--- src/rtl/fix_field_parser.sv ---
// fix_field_parser: splits an inbound FIX byte stream into tag=value fields, frames on tag 8/10, checks CheckSum.
// Latency: every output is registered, 1 cycle after the accepting edge. Backpressure: none, one byte per enable.
// Optional feature FIX_SEMICOLON_DELIM_EN: ';' (0x3B) is also a field delimiter.
module fix_field_parser #(
   parameter int TAG_W = 16
) (
   input  logic             clk,
   input  logic             reset,
   input  logic             enable,
   input  logic [7:0]       din,
   output logic [TAG_W-1:0] tag,
   output logic             val_valid,
   output logic [7:0]       val_data,
   output logic             field_done,
   output logic             msg_start,
   output logic             msg_end,
   output logic             chk_ok,
   output logic             chk_err,
   output logic             fmt_err
);

   localparam logic [7:0]       SOH        = 8'h01;
   localparam logic [7:0]       EQ         = 8'h3D;
   localparam logic [TAG_W-1:0] TAG_BEGIN  = TAG_W'(8);
   localparam logic [TAG_W-1:0] TAG_CHKSUM = TAG_W'(10);
   localparam logic [TAG_W-1:0] TAG_MAX    = {TAG_W{1'b1}};

   typedef enum logic [1:0] {
      ST_TAG   = 2'd0,
      ST_VALUE = 2'd1,
      ST_SKIP  = 2'd2
   } state_t;

   state_t           state_q, state_d;
   logic [TAG_W-1:0] tag_acc_q, tag_acc_d;
   logic             tag_any_q, tag_any_d;
   logic             fld_first_q, fld_first_d;
   logic [TAG_W-1:0] tag_q, tag_d;
   logic             in_msg_q, in_msg_d;
   logic [7:0]       sum_q, sum_d;
   logic [7:0]       snap_q, snap_d;
   logic [9:0]       cval_q, cval_d;
   logic [2:0]       ccnt_q, ccnt_d;
   logic             cbad_q, cbad_d;

   logic             val_valid_q, val_valid_d;
   logic [7:0]       val_data_q, val_data_d;
   logic             field_done_q, field_done_d;
   logic             msg_start_q, msg_start_d;
   logic             msg_end_q, msg_end_d;
   logic             chk_ok_q, chk_ok_d;
   logic             chk_err_q, chk_err_d;
   logic             fmt_err_q, fmt_err_d;

   logic             is_delim;
   logic             is_digit;
   logic [3:0]       dig;
   logic [TAG_W+3:0] tag_ext;
   logic [TAG_W+3:0] tag_mul;
   logic [TAG_W-1:0] tag_sat;
   logic [9:0]       cval_mul;
   logic             chk_match;

   always_comb begin
      is_delim = (din == SOH);
`ifdef FIX_SEMICOLON_DELIM_EN
      is_delim = is_delim || (din == 8'h3B);
`endif
   end

   // ASCII digits carry their value in the low nibble.
   always_comb begin
      is_digit  = (din >= 8'h30) && (din <= 8'h39);
      dig       = din[3:0];
      tag_ext   = {4'b0000, tag_acc_q};
      tag_mul   = (tag_ext << 3) + (tag_ext << 1) + {{TAG_W{1'b0}}, dig};
      tag_sat   = (tag_mul[TAG_W+3:TAG_W] != 4'b0000) ? TAG_MAX : tag_mul[TAG_W-1:0];
      cval_mul  = (cval_q << 3) + (cval_q << 1) + {6'b000000, dig};
      chk_match = (ccnt_q == 3'd3) && !cbad_q && (cval_q == {2'b00, snap_q});
   end

   always_comb begin
      state_d      = state_q;
      tag_acc_d    = tag_acc_q;
      tag_any_d    = tag_any_q;
      fld_first_d  = fld_first_q;
      tag_d        = tag_q;
      in_msg_d     = in_msg_q;
      sum_d        = sum_q;
      snap_d       = snap_q;
      cval_d       = cval_q;
      ccnt_d       = ccnt_q;
      cbad_d       = cbad_q;
      val_valid_d  = 1'b0;
      val_data_d   = val_data_q;
      field_done_d = 1'b0;
      msg_start_d  = 1'b0;
      msg_end_d    = 1'b0;
      chk_ok_d     = 1'b0;
      chk_err_d    = 1'b0;
      fmt_err_d    = 1'b0;

      if (enable) begin
         sum_d = sum_q + din;
         // Outside a message each field restarts the sum so tag 8 opens from its own first byte.
         if (state_q == ST_TAG && fld_first_q) begin
            snap_d = sum_q;
            if (!in_msg_q) begin
               sum_d = din;
            end
         end

         unique case (state_q)
            ST_TAG: begin
               fld_first_d = 1'b0;
               if (is_delim) begin
                  fmt_err_d   = 1'b1;
                  tag_acc_d   = '0;
                  tag_any_d   = 1'b0;
                  fld_first_d = 1'b1;
               end else if (is_digit) begin
                  tag_acc_d = tag_sat;
                  tag_any_d = 1'b1;
               end else if (din == EQ && tag_any_q) begin
                  tag_d     = tag_acc_q;
                  state_d   = ST_VALUE;
                  tag_acc_d = '0;
                  tag_any_d = 1'b0;
                  cval_d    = '0;
                  ccnt_d    = '0;
                  cbad_d    = 1'b0;
               end else begin
                  fmt_err_d = 1'b1;
                  state_d   = ST_SKIP;
                  tag_acc_d = '0;
                  tag_any_d = 1'b0;
               end
            end

            ST_VALUE: begin
               if (is_delim) begin
                  field_done_d = 1'b1;
                  state_d      = ST_TAG;
                  fld_first_d  = 1'b1;
                  if (tag_q == TAG_BEGIN) begin
                     msg_start_d = 1'b1;
                     in_msg_d    = 1'b1;
                     // Restart inside a message: keep only this tag-8 field's bytes.
                     if (in_msg_q) begin
                        fmt_err_d = 1'b1;
                        sum_d     = sum_q + din - snap_q;
                     end
                  end else if (!in_msg_q) begin
                     fmt_err_d = 1'b1;
                  end else if (tag_q == TAG_CHKSUM) begin
                     msg_end_d = 1'b1;
                     in_msg_d  = 1'b0;
                     chk_ok_d  = chk_match;
                     chk_err_d = !chk_match;
                  end
               end else begin
                  val_valid_d = 1'b1;
                  val_data_d  = din;
                  if (is_digit) begin
                     cval_d = cval_mul;
                     if (ccnt_q != 3'd7) begin
                        ccnt_d = ccnt_q + 3'd1;
                     end
                  end else begin
                     cbad_d = 1'b1;
                  end
               end
            end

            ST_SKIP: begin
               if (is_delim) begin
                  state_d     = ST_TAG;
                  fld_first_d = 1'b1;
               end
            end

            default: begin
               state_d = ST_TAG;
            end
         endcase
      end
   end

   always_ff @(posedge clk or negedge reset) begin
      if (!reset) begin
         state_q      <= ST_TAG;
         tag_acc_q    <= '0;
         tag_any_q    <= 1'b0;
         fld_first_q  <= 1'b1;
         tag_q        <= '0;
         in_msg_q     <= 1'b0;
         sum_q        <= '0;
         snap_q       <= '0;
         cval_q       <= '0;
         ccnt_q       <= '0;
         cbad_q       <= 1'b0;
         val_valid_q  <= 1'b0;
         val_data_q   <= '0;
         field_done_q <= 1'b0;
         msg_start_q  <= 1'b0;
         msg_end_q    <= 1'b0;
         chk_ok_q     <= 1'b0;
         chk_err_q    <= 1'b0;
         fmt_err_q    <= 1'b0;
      end else begin
         state_q      <= state_d;
         tag_acc_q    <= tag_acc_d;
         tag_any_q    <= tag_any_d;
         fld_first_q  <= fld_first_d;
         tag_q        <= tag_d;
         in_msg_q     <= in_msg_d;
         sum_q        <= sum_d;
         snap_q       <= snap_d;
         cval_q       <= cval_d;
         ccnt_q       <= ccnt_d;
         cbad_q       <= cbad_d;
         val_valid_q  <= val_valid_d;
         val_data_q   <= val_data_d;
         field_done_q <= field_done_d;
         msg_start_q  <= msg_start_d;
         msg_end_q    <= msg_end_d;
         chk_ok_q     <= chk_ok_d;
         chk_err_q    <= chk_err_d;
         fmt_err_q    <= fmt_err_d;
      end
   end

   assign tag        = tag_q;
   assign val_valid  = val_valid_q;
   assign val_data   = val_data_q;
   assign field_done = field_done_q;
   assign msg_start  = msg_start_q;
   assign msg_end    = msg_end_q;
   assign chk_ok     = chk_ok_q;
   assign chk_err    = chk_err_q;
   assign fmt_err    = fmt_err_q;

endmodule
--- config.mk ---
export PLATFORM = sky130hd
export DESIGN_NAME = fix_field_parser
export DESIGN_NICKNAME = d
export VERILOG_FILES = /design/src/rtl/fix_field_parser.sv
export SDC_FILE = /design/constraint.sdc
export NUM_CORES = 1
export LEC_CHECK = 0
export ABC_AREA = 1
export CAP_MARGIN = 30
export CORE_MARGIN = 5
export CORE_UTILIZATION = 65
export DETAILED_ROUTE_END_ITERATION = 12
export PLACE_DENSITY = 0.87
export RECOVER_POWER = 50
export SYNTH_ARGS = -nofsm -noshare
export SYNTH_HDL_FRONTEND = slang
export SYNTH_SLANG_ARGS = --single-unit
--- constraint.sdc ---
create_clock -name clk -period 5.87 [get_ports clk]
set_input_delay 0.587 -clock clk [delete_from_list [all_inputs] [get_ports clk]]
set_output_delay 0.587 -clock clk [all_outputs]
set_load 0.01 [all_outputs]
==> impl_metrics.csv, run 1 <==
group,metric,value,unit
status,status,"complete, but fails checks",
status,violations,"max-capacitance violations, max-slew violations",
clock_network,cts_inserted_buffers,9,
power_and_ir_drop,power_density,274.8,nW/um2
critical_path,arrival,3.86,ns
final_layout,fin_nets,973,
critical_path,rr_endpoint,"tag_acc_q[12]",
critical_path,cp-startpoint,"reset",
global_route,track_usage,27.49,%
critical_path,path_depth,2,
global_route,antenna_found_initial,0,
logic_synthesis,synth_area_leaders,"dfrtp_1 (32%), nand2_1 (15%), ha_1 (13%)",
timing,period_minus_slack,3.849,ns
logic_synthesis,ys_seq_area_share,32.10,%
detailed_routing,drt-total-wl,15.01,mm
critical_path,r2r_start,"tag_acc_q[0]",
detailed_routing,drc,0,
critical_path,cpPeakStageDelay,1.74,ns
logic_synthesis,ys_warn_count,0,
critical_path,worstSetupPathType,"in2async",
logic_synthesis,synth_cell_types,46,
floorplanning,fp.dieArea,11920,um2
placement,gp_congestion,0.9428,
floorplanning,io-pin-count,42,
floorplanning,core_area,9684,um2
logic_synthesis,synth_nets,933,
floorplanning,rows,36,
critical_path,crit_path_start_kind,"input pin",
timing,skew,0.004735,ns
detailed_routing,ant_nets,0,
floorplanning,die_x,109.2,um
power_and_ir_drop,p_seq_share,35.6,%
detailed_routing,drt_iter0_markers,335,
critical_path,rrSetupSlack,3.02,ns
clock_network,root_buffer,"clkbuf_8",
critical_path,required,5.88,ns
logic_synthesis,synthesis.area,6396,um2
critical_path,worst-path-buf-inv,2,
power_and_ir_drop,intPower,1.193,mW
final_layout,syn_to_final_growth,11.05,%
timing,tns,0,ns
clock_network,htreeDepth,3,
critical_path,cp_cell_sequence,"clkbuf_1 > clkbuf_1",
detailed_routing,via_count,5623,
critical_path,path_max_fanout,44,
timing,fmax,0.2598,GHz
floorplanning,die_y,109.2,um
detailed_routing,wl_per_cell,14.57,um
timing,rsz0062_at_grt,"false",
job,maxCapViolCount,2,
placement,dp_hpwl,11.76,mm
global_route,grt_pass1_wl,26.01,mm
logic_synthesis,synth_top_area_share,31.69,%
clock_network,cts_tree,"done",
clock_network,post_cts_buffers,0,
timing,finalMaxSlewViolations,85,
critical_path,worstSetupEndpoint,"tag[10]",
detailed_routing,via_per_inst,5.459,
logic_synthesis,synth_most_common_cell,"nand2_1",
logic_synthesis,synth_seq_cells,82,
floorplanning,initial_core_util,66.05,%
global_route,grt_max_degree,45,
logic_synthesis,synth_edf_count,0,
placement,portBuffers,41,
final_layout,fin_cells,1030,
critical_path,cp-end-kind,"async pin",
logic_synthesis,syn_avg_cell_area,7.507,um2
final_layout,diodes,0,
logic_synthesis,synth_top_area_cell,"dfrtp_1",
power_and_ir_drop,pwr-share-comb,40.8,%
timing,final-hold-violation-count,0,
clock_network,clk_pin_slew,0.08,ns
final_layout,drive_above_1_share,10.03,%
power_and_ir_drop,swShare,38.89,%
clock_network,cts_resized,0,
logic_synthesis,ys.flop_type,"dfrtp_1",
power_and_ir_drop,peakVddDrop,0.0001654,V
timing,slew_headroom,-53.84,%
power_and_ir_drop,power.leakage,3.962,nW
clock_network,clockBufferDepth,2,
detailed_routing,dr.pass1.iters,5,
power_and_ir_drop,switchingPower,759.2,uW
logic_synthesis,async_reset_ff_share,100.0,%
power_and_ir_drop,pwr-share-clk,23.7,%
placement,dp_cells,1013,
critical_path,cp_slowest_cell,"clkbuf_1",
logic_synthesis,ys_top_cells_by_count,"nand2_1 (262), inv_1 (126), dfrtp_1 (81)",
timing,min_period_over_period,65.56,%
critical_path,reg2regPathDepth,15,
clock_network,hold_buffers,0,
logic_synthesis,netlist_instances,852,
min_path,min_path_type,"reg2reg",
timing,tightest_slew,2.308,ns
critical_path,critPathTopFamily,"buffers and inverters",
clock_network,numClockSinks,82,
critical_path,path_common_cell,"clkbuf_1",
global_route,grt_pass1_vias,5719,
global_route,grt_overflow_total,0,
timing,setup_viol,0,
clock_network,clock_latency,0.37,ns
[worst min-delay path by stage]
stage | slack [ns] | depth (start not counted) | from | to
floorplan | 0.29 | 0 | reset | cbad_q
detailed placement | 0.47 | 2 | cbad_q | cbad_q
global route | 0.52 | 2 | cbad_q | cbad_q
finish | 0.49 | 2 | cbad_q | cbad_q
CTS | 0.20 | 1 | reset | cval_q[5]
global placement | 0.46 | 2 | cval_q[9] | cval_q[9]
[final cells by class]
class | instances | area [um2]
multi-input combinational | 613 | 3710
fill | 728 | 2581
sequential | 82 | 2053
inverter | 143 | 536.8
timing repair buffer | 43 | 419.2
tap | 133 | 166.4
clock buffer | 10 | 127.6
clock inverter | 6 | 90.09
[through the flow]
step / worst slack (ns) / power [mW] / utilization [%] / hold slack [ns] / cell area (um2)
finish: 2.021 / 1.952 / 73.35 / 0.4890 / 7103
global route: 1.104 / 2.093 / 73.35 / 0.5186 / 7103
CTS: 2.477 / 1.945 / 73.44 / 0.2006 / 7112
detailed placement: 2.080 / 1.484 / 71.19 / 0.4674 / 6894
global placement: 2.150 / 1.442 / 70.98 / 0.4630 / 6874
floorplan: 3.109 / 1.273 / - / 0.2914 / 6396
[layout by cell type (no fill, tap or decap), drive strengths merged]
cell type,count
buf,1
a21o,1
clkinvlp,1
bufinv,2
clkbuf,12
clkinv,4
ha,64
dfstp,1
xnor2,13
or2,3
nor3,5
dlygate4sd3,15
fa,6
clkdlybuf4s50,25
nor4,2
o21ai,54
and2,1
o22ai,1
xor2,20
a21oi,34
inv,142
dfrtp,81
and3,1
o21bai,3
o21a,1
mux2i,1
nand2,275
nand3b,3
a31oi,4
o211ai,5
nand4,11
nor2,44
nand3,61
[per-layer routing]
metal	GRT usage, %	wire [um]
met1	32.79	6102
met2	49.69	7787
met3	3.612	616
met4	11.31	502
met5	0	0
[registers in the layout, indices dropped and copies added (netlist names), 2 cells and up]
register and cells:
tag 16, tag_acc_q 16, cval_q 10, snap_q 8, sum_q 8, val_data 8, ccnt_q 3, state_q 2
[cells by family after synthesis]
logic type | count (synthesis) | synth area share [%]
AND/OR/NAND/NOR | 406 | 29.62
buffers and inverters | 157 | 9.898
AO/OA/AOI/OAI | 103 | 9.312
flip-flops | 82 | 32.10
adder cells (fa/ha/maj) | 70 | 14.40
XOR/XNOR | 33 | 4.519
multiplexers | 1 | 0.1565
[power by group through the flow]
stage | combinational (mW) | sequential [mW] | clock, mW
detailed placement | 0.779 | 0.704 | 0
floorplan | 0.578 | 0.695 | 0
CTS | 0.789 | 0.693 | 0.462
global route | 0.905 | 0.701 | 0.487
global placement | 0.740 | 0.702 | 0
finish | 0.796 | 0.694 | 0.462
No activity file was read; power rests on OpenSTA's default activity.
==> run 2: changes to the inputs <==
--- a/config.mk
+++ b/config.mk
@@ -8,9 +8,9 @@
 export ABC_AREA = 1
 export CAP_MARGIN = 30
 export CORE_MARGIN = 5
-export CORE_UTILIZATION = 65
+export CORE_UTILIZATION = 55
 export DETAILED_ROUTE_END_ITERATION = 12
-export PLACE_DENSITY = 0.87
+export PLACE_DENSITY = 0.78
 export RECOVER_POWER = 50
 export SYNTH_ARGS = -nofsm -noshare
 export SYNTH_HDL_FRONTEND = slang
==> constraint.sdc (replaced) <==
create_clock -name clk -period 3.5 [get_ports clk]
set_input_delay 0.35 -clock clk [delete_from_list [all_inputs] [get_ports clk]]
set_output_delay 0.35 -clock clk [all_outputs]
set_load 0.01 [all_outputs]
==> run 2 against run 1 <==
Net effect: the run still ends with max-capacitance violations, max-slew violations left; sequential power is 67% higher; utilization is 10 points lower; final cell count increased by 1.4%; hold slack got worse by 0.035 ns; clock power grew 110%; clock skew increased by 0.0022 ns; sequential share of layout area is 0.51 points lower; via count is 2.6% lower; global-route usage fell by 5.2 points; highest routed layer unchanged.
==> impl_metrics.csv, run 2 (same netlist as run 1, synthesis figures left out) <==
group,metric,value,unit
power_and_ir_drop,switchingPower,1.260,mW
floorplanning,core_area,11420,um2
critical_path,path_common_cell,"nand2_1",
critical_path,critPathTopFamily,"simple AND/OR/NAND/NOR gates",
final_layout,diodes,0,
final_layout,final_cell_mix,"nand2_1 (262), inv_1 (126), dfrtp_1 (81)",
final_layout,mostFrequentLayoutCell,"nand2_1",
power_and_ir_drop,power_density,474.9,nW/um2
timing,tightest_slew,1.755,ns
critical_path,worst-path-buf-inv,3,
power_and_ir_drop,power.leakage,4.028,nW
power_and_ir_drop,finalPower,3.434,mW
clock_network,cts_tree,"done",
global_route,grt_overflow_total,0,
critical_path,reg2regPathDepth,15,
final_layout,fin_nets,977,
power_and_ir_drop,p_seq_share,33.9,%
power_and_ir_drop,swShare,36.70,%
timing,finalMaxSlewViolations,73,
clock_network,clockBufferDepth,2,
timing,final-hold-violation-count,0,
detailed_routing,drc,0,
critical_path,crit_path_start_kind,"input pin",
floorplanning,fp.dieArea,13890,um2
floorplanning,initial_core_util,56.02,%
clock_network,hold_buffers,0,
global_route,grt_max_degree,73,
detailed_routing,drt-total-wl,14.81,mm
critical_path,worstSetupPathType,"in2reg",
status,status,"complete, but fails checks",
clock_network,post_cts_buffers,0,
critical_path,path_max_fanout,16,
timing,skew,0.006908,ns
timing,period_minus_slack,2.955,ns
power_and_ir_drop,pwr-share-comb,37.9,%
critical_path,required,3.73,ns
timing,min_period_over_period,84.44,%
placement,gp_congestion,0.8965,
power_and_ir_drop,intPower,2.174,mW
floorplanning,rows,39,
final_layout,nFillCells,1006,
detailed_routing,ant_nets,0,
clock_network,htreeDepth,3,
detailed_routing,dr.pass1.iters,4,
critical_path,cp_cell_sequence,"clkdlybuf4s50_1 > fa_1 > inv_1 > fa_1 > inv_1 > nand2_1 > nand2_1 > nand3_1 > nand2_1 > nand2_1 > nand3_2 > nand2_4 > nor2_8 > nand3_1 > nand2_1 > nand2_1",
final_layout,post-route-util,63.32,%
timing,slew_headroom,-16.97,%
clock_network,root_buffer,"clkbuf_16",
clock_network,cts_inserted_buffers,9,
min_path,min_path_type,"in2async",
placement,portBuffers,41,
global_route,antenna_found_initial,0,
status,violations,"max-capacitance violations, max-slew violations",
timing,tns,0,ns
critical_path,cp_slowest_cell,"fa_1",
clock_network,numClockSinks,82,
detailed_routing,via_count,5474,
critical_path,cpPeakStageDelay,0.61,ns
job,maxCapViolCount,1,
final_layout,syn_to_final_growth,13.05,%
timing,setup_viol,0,
placement,dp_hpwl,11.42,mm
floorplanning,die_y,117.8,um
timing,rsz0062_at_grt,"false",
timing,fmax,0.3384,GHz
global_route,grt_pass1_vias,5506,
detailed_routing,drt_iter0_markers,452,
floorplanning,io-pin-count,42,
power_and_ir_drop,pwr-share-clk,28.2,%
floorplanning,die_x,117.8,um
clock_network,clk_pin_slew,0.06,ns
critical_path,cp-end-kind,"flip-flop",
detailed_routing,wl_per_cell,14.18,um
global_route,track_usage,22.32,%
critical_path,path_depth,16,
power_and_ir_drop,peakVddDrop,0.0004655,V
detailed_routing,via_per_inst,5.243,
clock_network,clock_latency,0.34,ns
final_layout,drive_above_1_share,10.65,%
clock_network,cts_resized,0,
global_route,grt_pass1_wl,25.80,mm
critical_path,arrival,3.19,ns
run 2: cell types whose count changed in the layout (fill, tap and decap cells not counted), sizes merged:
cell,before,now
bufinv,2,1
clkinv,4,7
clkinvlp,1,0
inv,142,141
buf,1,5
run 2: power groups by stage:
stage	Clock (mW)	Combinational, mW	Sequential [mW]
CTS	0.980	1.31	1.17
global route	1.03	1.49	1.18
global placement	0	1.26	1.18
detailed placement	0	1.29	1.18
finish	0.969	1.30	1.16
floorplan	0	0.970	1.16
run 2: final cells by class:
cell class / count / area [um2] / area share [%]
clock inverter: 6 / 66.31 / 0.9171
timing repair buffer: 47 / 446.7 / 6.178
inverter: 143 / 536.8 / 7.423
sequential: 82 / 2053 / 28.40
multi-input combinational: 613 / 3710 / 51.31
clock buffer: 10 / 239.0 / 3.305
tap: 143 / 178.9 / 2.474
run 2: worst register-to-register path: stages (launching register included):
cell,delay (ns)
dfrtp_1,0.46
fa_1,0.54
inv_1,0.07
fa_1,0.45
inv_1,0.07
nand2_1,0.04
nand2_1,0.09
nand3_1,0.08
nand2_1,0.11
nand2_1,0.09
nand3_2,0.10
nand2_4,0.07
nor2_8,0.28
nand3_1,0.12
nand2_1,0.08
nand2_1,0.05
run 2: final timing paths:
| path | slack, ns | start | end |
|---|---|---|---|
| min reg2reg | 0.48 | cval_q[9] | cval_q[9] |
| min | 0.45 | reset | cval_q[6] |
| max | 0.54 | din[3] | tag_acc_q[9] |
| max in group asynchronous | 1.76 | reset | val_data[2] |
| max reg2reg | 0.69 | tag_acc_q[2] | tag_acc_q[9] |
| min in group clk | 0.48 | cval_q[9] | cval_q[9] |
run 2: metrics by stage:
stage	area [um2]	hold slack [ns]	std cells	setup WS (ns)
6_report	7231	0.4540	1044	0.5448
5_1_grt	7231	0.5081	1044	0.2890
4_1_cts	7237	0.1719	1044	0.5391
3_5_place_dp	6932	0.4696	1028	0.1769
3_3_place_gp	6932	0.4635	1028	0.2648
2_1_floorplan	6396	0.05441	852	0.9466
run 2: per-layer routing:
metal  global-route usage [%]  up-vias  wire length, um
met5                        0        -                0
met2                    40.03      117             7639
met3                    3.460       26              645
met4                    6.667        0              254
li1                         -     2785                -
met1                    27.53     2546             6266
==> run 3: changes to the inputs <==
==> constraint.sdc (replaced) <==
create_clock -name clk -period 2.6 [get_ports clk]
set_input_delay 0.26 -clock clk [delete_from_list [all_inputs] [get_ports clk]]
set_output_delay 0.26 -clock clk [all_outputs]
set_load 0.01 [all_outputs]
==> run 3 against run 2 <==
Net effect: the flow now finishes without violations; clock skew grew 0.0025 ns; die area did not move; hold slack better by 0.039 ns; sequential share of layout area decreased by 2.2 points; count of clock-buffer cells in the layout did not move; clock power up 33%; wire length up 9.0%; setup slack worse by 0.48 ns; largest power group unchanged; critical path type is now reg2reg; flip-flop and latch count unchanged; design area rose by 8.5%.
==> impl_metrics.csv, run 3 (same netlist as run 1, synthesis figures left out) <==
group,metric,value,unit
status,status,"completed",
power_and_ir_drop,pwr-share-clk,25.1,%
timing,tightest_slew,1.031,ns
power_and_ir_drop,power_density,653.2,nW/um2
critical_path,worstSetupPathType,"reg2reg",
detailed_routing,dr.pass1.iters,5,
critical_path,cp_slowest_cell,"fa_1",
clock_network,clock_latency,0.34,ns
detailed_routing,via_count,5756,
timing,final-hold-violation-count,0,
timing,slew_headroom,31.25,%
placement,dp_slack,-0.4460,ns
critical_path,cpPeakStageDelay,0.56,ns
power_and_ir_drop,swShare,37.05,%
final_layout,drive_above_1_share,19.45,%
floorplanning,die_y,117.8,um
timing,rsz0062_at_grt,"true",
placement,portBuffers,41,
detailed_routing,drt_iter0_markers,387,
placement,dp_hpwl,12.01,mm
detailed_routing,wl_per_cell,14.82,um
placement,gp_congestion,0.8885,
timing,whs,0.4928,ns
clock_network,cts_inserted_buffers,9,
timing,skew,0.009392,ns
global_route,grt_overflow_total,0,
power_and_ir_drop,intPower,3.224,mW
final_layout,finish.instance_area,7843,um2
detailed_routing,via_per_inst,5.286,
final_layout,syn_to_final_growth,22.61,%
final_layout,nFillCells,937,
timing,setup_viol,0,
final_layout,diodes,0,
global_route,grt_pass1_vias,5684,
clock_network,htreeDepth,3,
timing,tns,0,ns
critical_path,cp-end-kind,"flip-flop",
floorplanning,rows,39,
min_path,min_path_type,"reg2reg",
detailed_routing,drc,0,
power_and_ir_drop,p_seq_share,30.5,%
floorplanning,initial_core_util,56.02,%
global_route,grt_pass1_wl,26.24,mm
final_layout,fin_nets,1022,
clock_network,numClockSinks,82,
timing,period_minus_slack,2.531,ns
final_layout,fin_cells,1089,
floorplanning,io-pin-count,42,
timing,final.setup.worst_slack,0.06931,ns
critical_path,cp_cell_sequence,"fa_1 > inv_1 > fa_2 > inv_2 > nand2_2 > nand2_2 > nand3_1 > nand2_1 > nand2_1 > nand3_2 > nand2_4 > nor2_8 > clkbuf_16 > nand3_2 > nand2_1 > nand2_1",
power_and_ir_drop,peakVddDrop,0.0008334,V
timing,min_period_over_period,97.33,%
final_layout,post-route-util,68.68,%
clock_network,root_buffer,"clkbuf_16",
clock_network,cts_tree,"done",
final_layout,mostFrequentLayoutCell,"nand2_1",
placement,placed_cell_area,7287,um2
floorplanning,fp.dieArea,13890,um2
power_and_ir_drop,power.leakage,4.337,nW
power_and_ir_drop,finalPower,5.122,mW
detailed_routing,drt-total-wl,16.14,mm
critical_path,crit_path_start_kind,"flip-flop",
clock_network,clk_pin_slew,0.06,ns
power_and_ir_drop,switchingPower,1.898,mW
final_layout,final_cell_mix,"nand2_1 (249), inv_1 (124), dfrtp_1 (81)",
power_and_ir_drop,pwr-share-comb,44.4,%
placement,dp_cells,1067,
floorplanning,core_area,11420,um2
timing,finalMaxSlewViolations,0,
job,maxCapViolCount,0,
final_layout,seq_area,2053,um2
global_route,antenna_found_initial,0,
critical_path,arrival,2.76,ns
global_route,grt_max_degree,48,
floorplanning,die_x,117.8,um
final_layout,multiInputGateArea,3901,um2
global_route,track_usage,22.71,%
critical_path,path_max_fanout,4,
critical_path,path_common_cell,"nand2_1",
clock_network,clockBufferDepth,2,
detailed_routing,ant_nets,0,
critical_path,required,2.83,ns
timing,fmax,0.3952,GHz
-- run 3: cell type report --
| cell class | instances | share of cell area (%) |
|---|---|---|
| multi-input combinational | 613 | 49.74 |
| sequential | 82 | 26.18 |
| timing repair buffer | 92 | 11.18 |
| inverter | 143 | 6.844 |
| clock buffer | 10 | 2.920 |
| tap | 143 | 2.281 |
| clock inverter | 6 | 0.8456 |
-- run 3: layer usage --
metal	part of all wire, %	routed length [um]	vias up	global-route usage (%)
li1	-	-	2887	-
met1	42	6785	2700	28.05
met2	52	8361	135	39.92
met3	3.4	556	34	3.460
met4	2.7	440	0	8.530
met5	0	0	-	0
-- run 3: worst paths after layout --
check,startpoint,depth (start not counted),slack [ns],endpoint
setup / recovery,tag_acc_q[0],16,0.07,tag_acc_q[3]
hold / removal,cval_q[9],2,0.49,cval_q[9]
setup reg to reg,tag_acc_q[0],16,0.07,tag_acc_q[3]
hold reg to reg,cval_q[9],2,0.49,cval_q[9]
max in group asynchronous,reset,3,0.47,tag_acc_q[15]
min in group asynchronous,reset,2,0.58,cval_q[7]
-- run 3: critical path, delay by kind of cell (launching register included) --
kind / cells / cell delay [ns]
AND/OR/NAND/NOR: 11 / 0.81
flip-flops: 1 / 0.40
buffers and inverters: 3 / 0.30
adder cells (fa/ha/maj): 2 / 0.91
-- run 3: what timing repair did --
action / 4_1_cts / 5_1_grt
setup buffers: 0 / 3
setup endpoints to repair: 20 / 20
resized for setup: 8 / 42
pin swaps: 1 / 37
cloned: 0 / 2
hold endpoints to repair: 35 / 0
hold buffers: 1 / 0
-- run 3: power groups by stage --
| stage | Clock, mW | Sequential (mW) | Combinational (mW) |
|---|---|---|---|
| after detailed placement | 0 | 1.59 | 2.01 |
| after global routing | 1.35 | 1.58 | 2.57 |
| after global placement | 0 | 1.59 | 1.96 |
| after CTS | 1.30 | 1.56 | 2.07 |
| final | 1.29 | 1.56 | 2.28 |
| after floorplan | 0 | 1.57 | 1.31 |
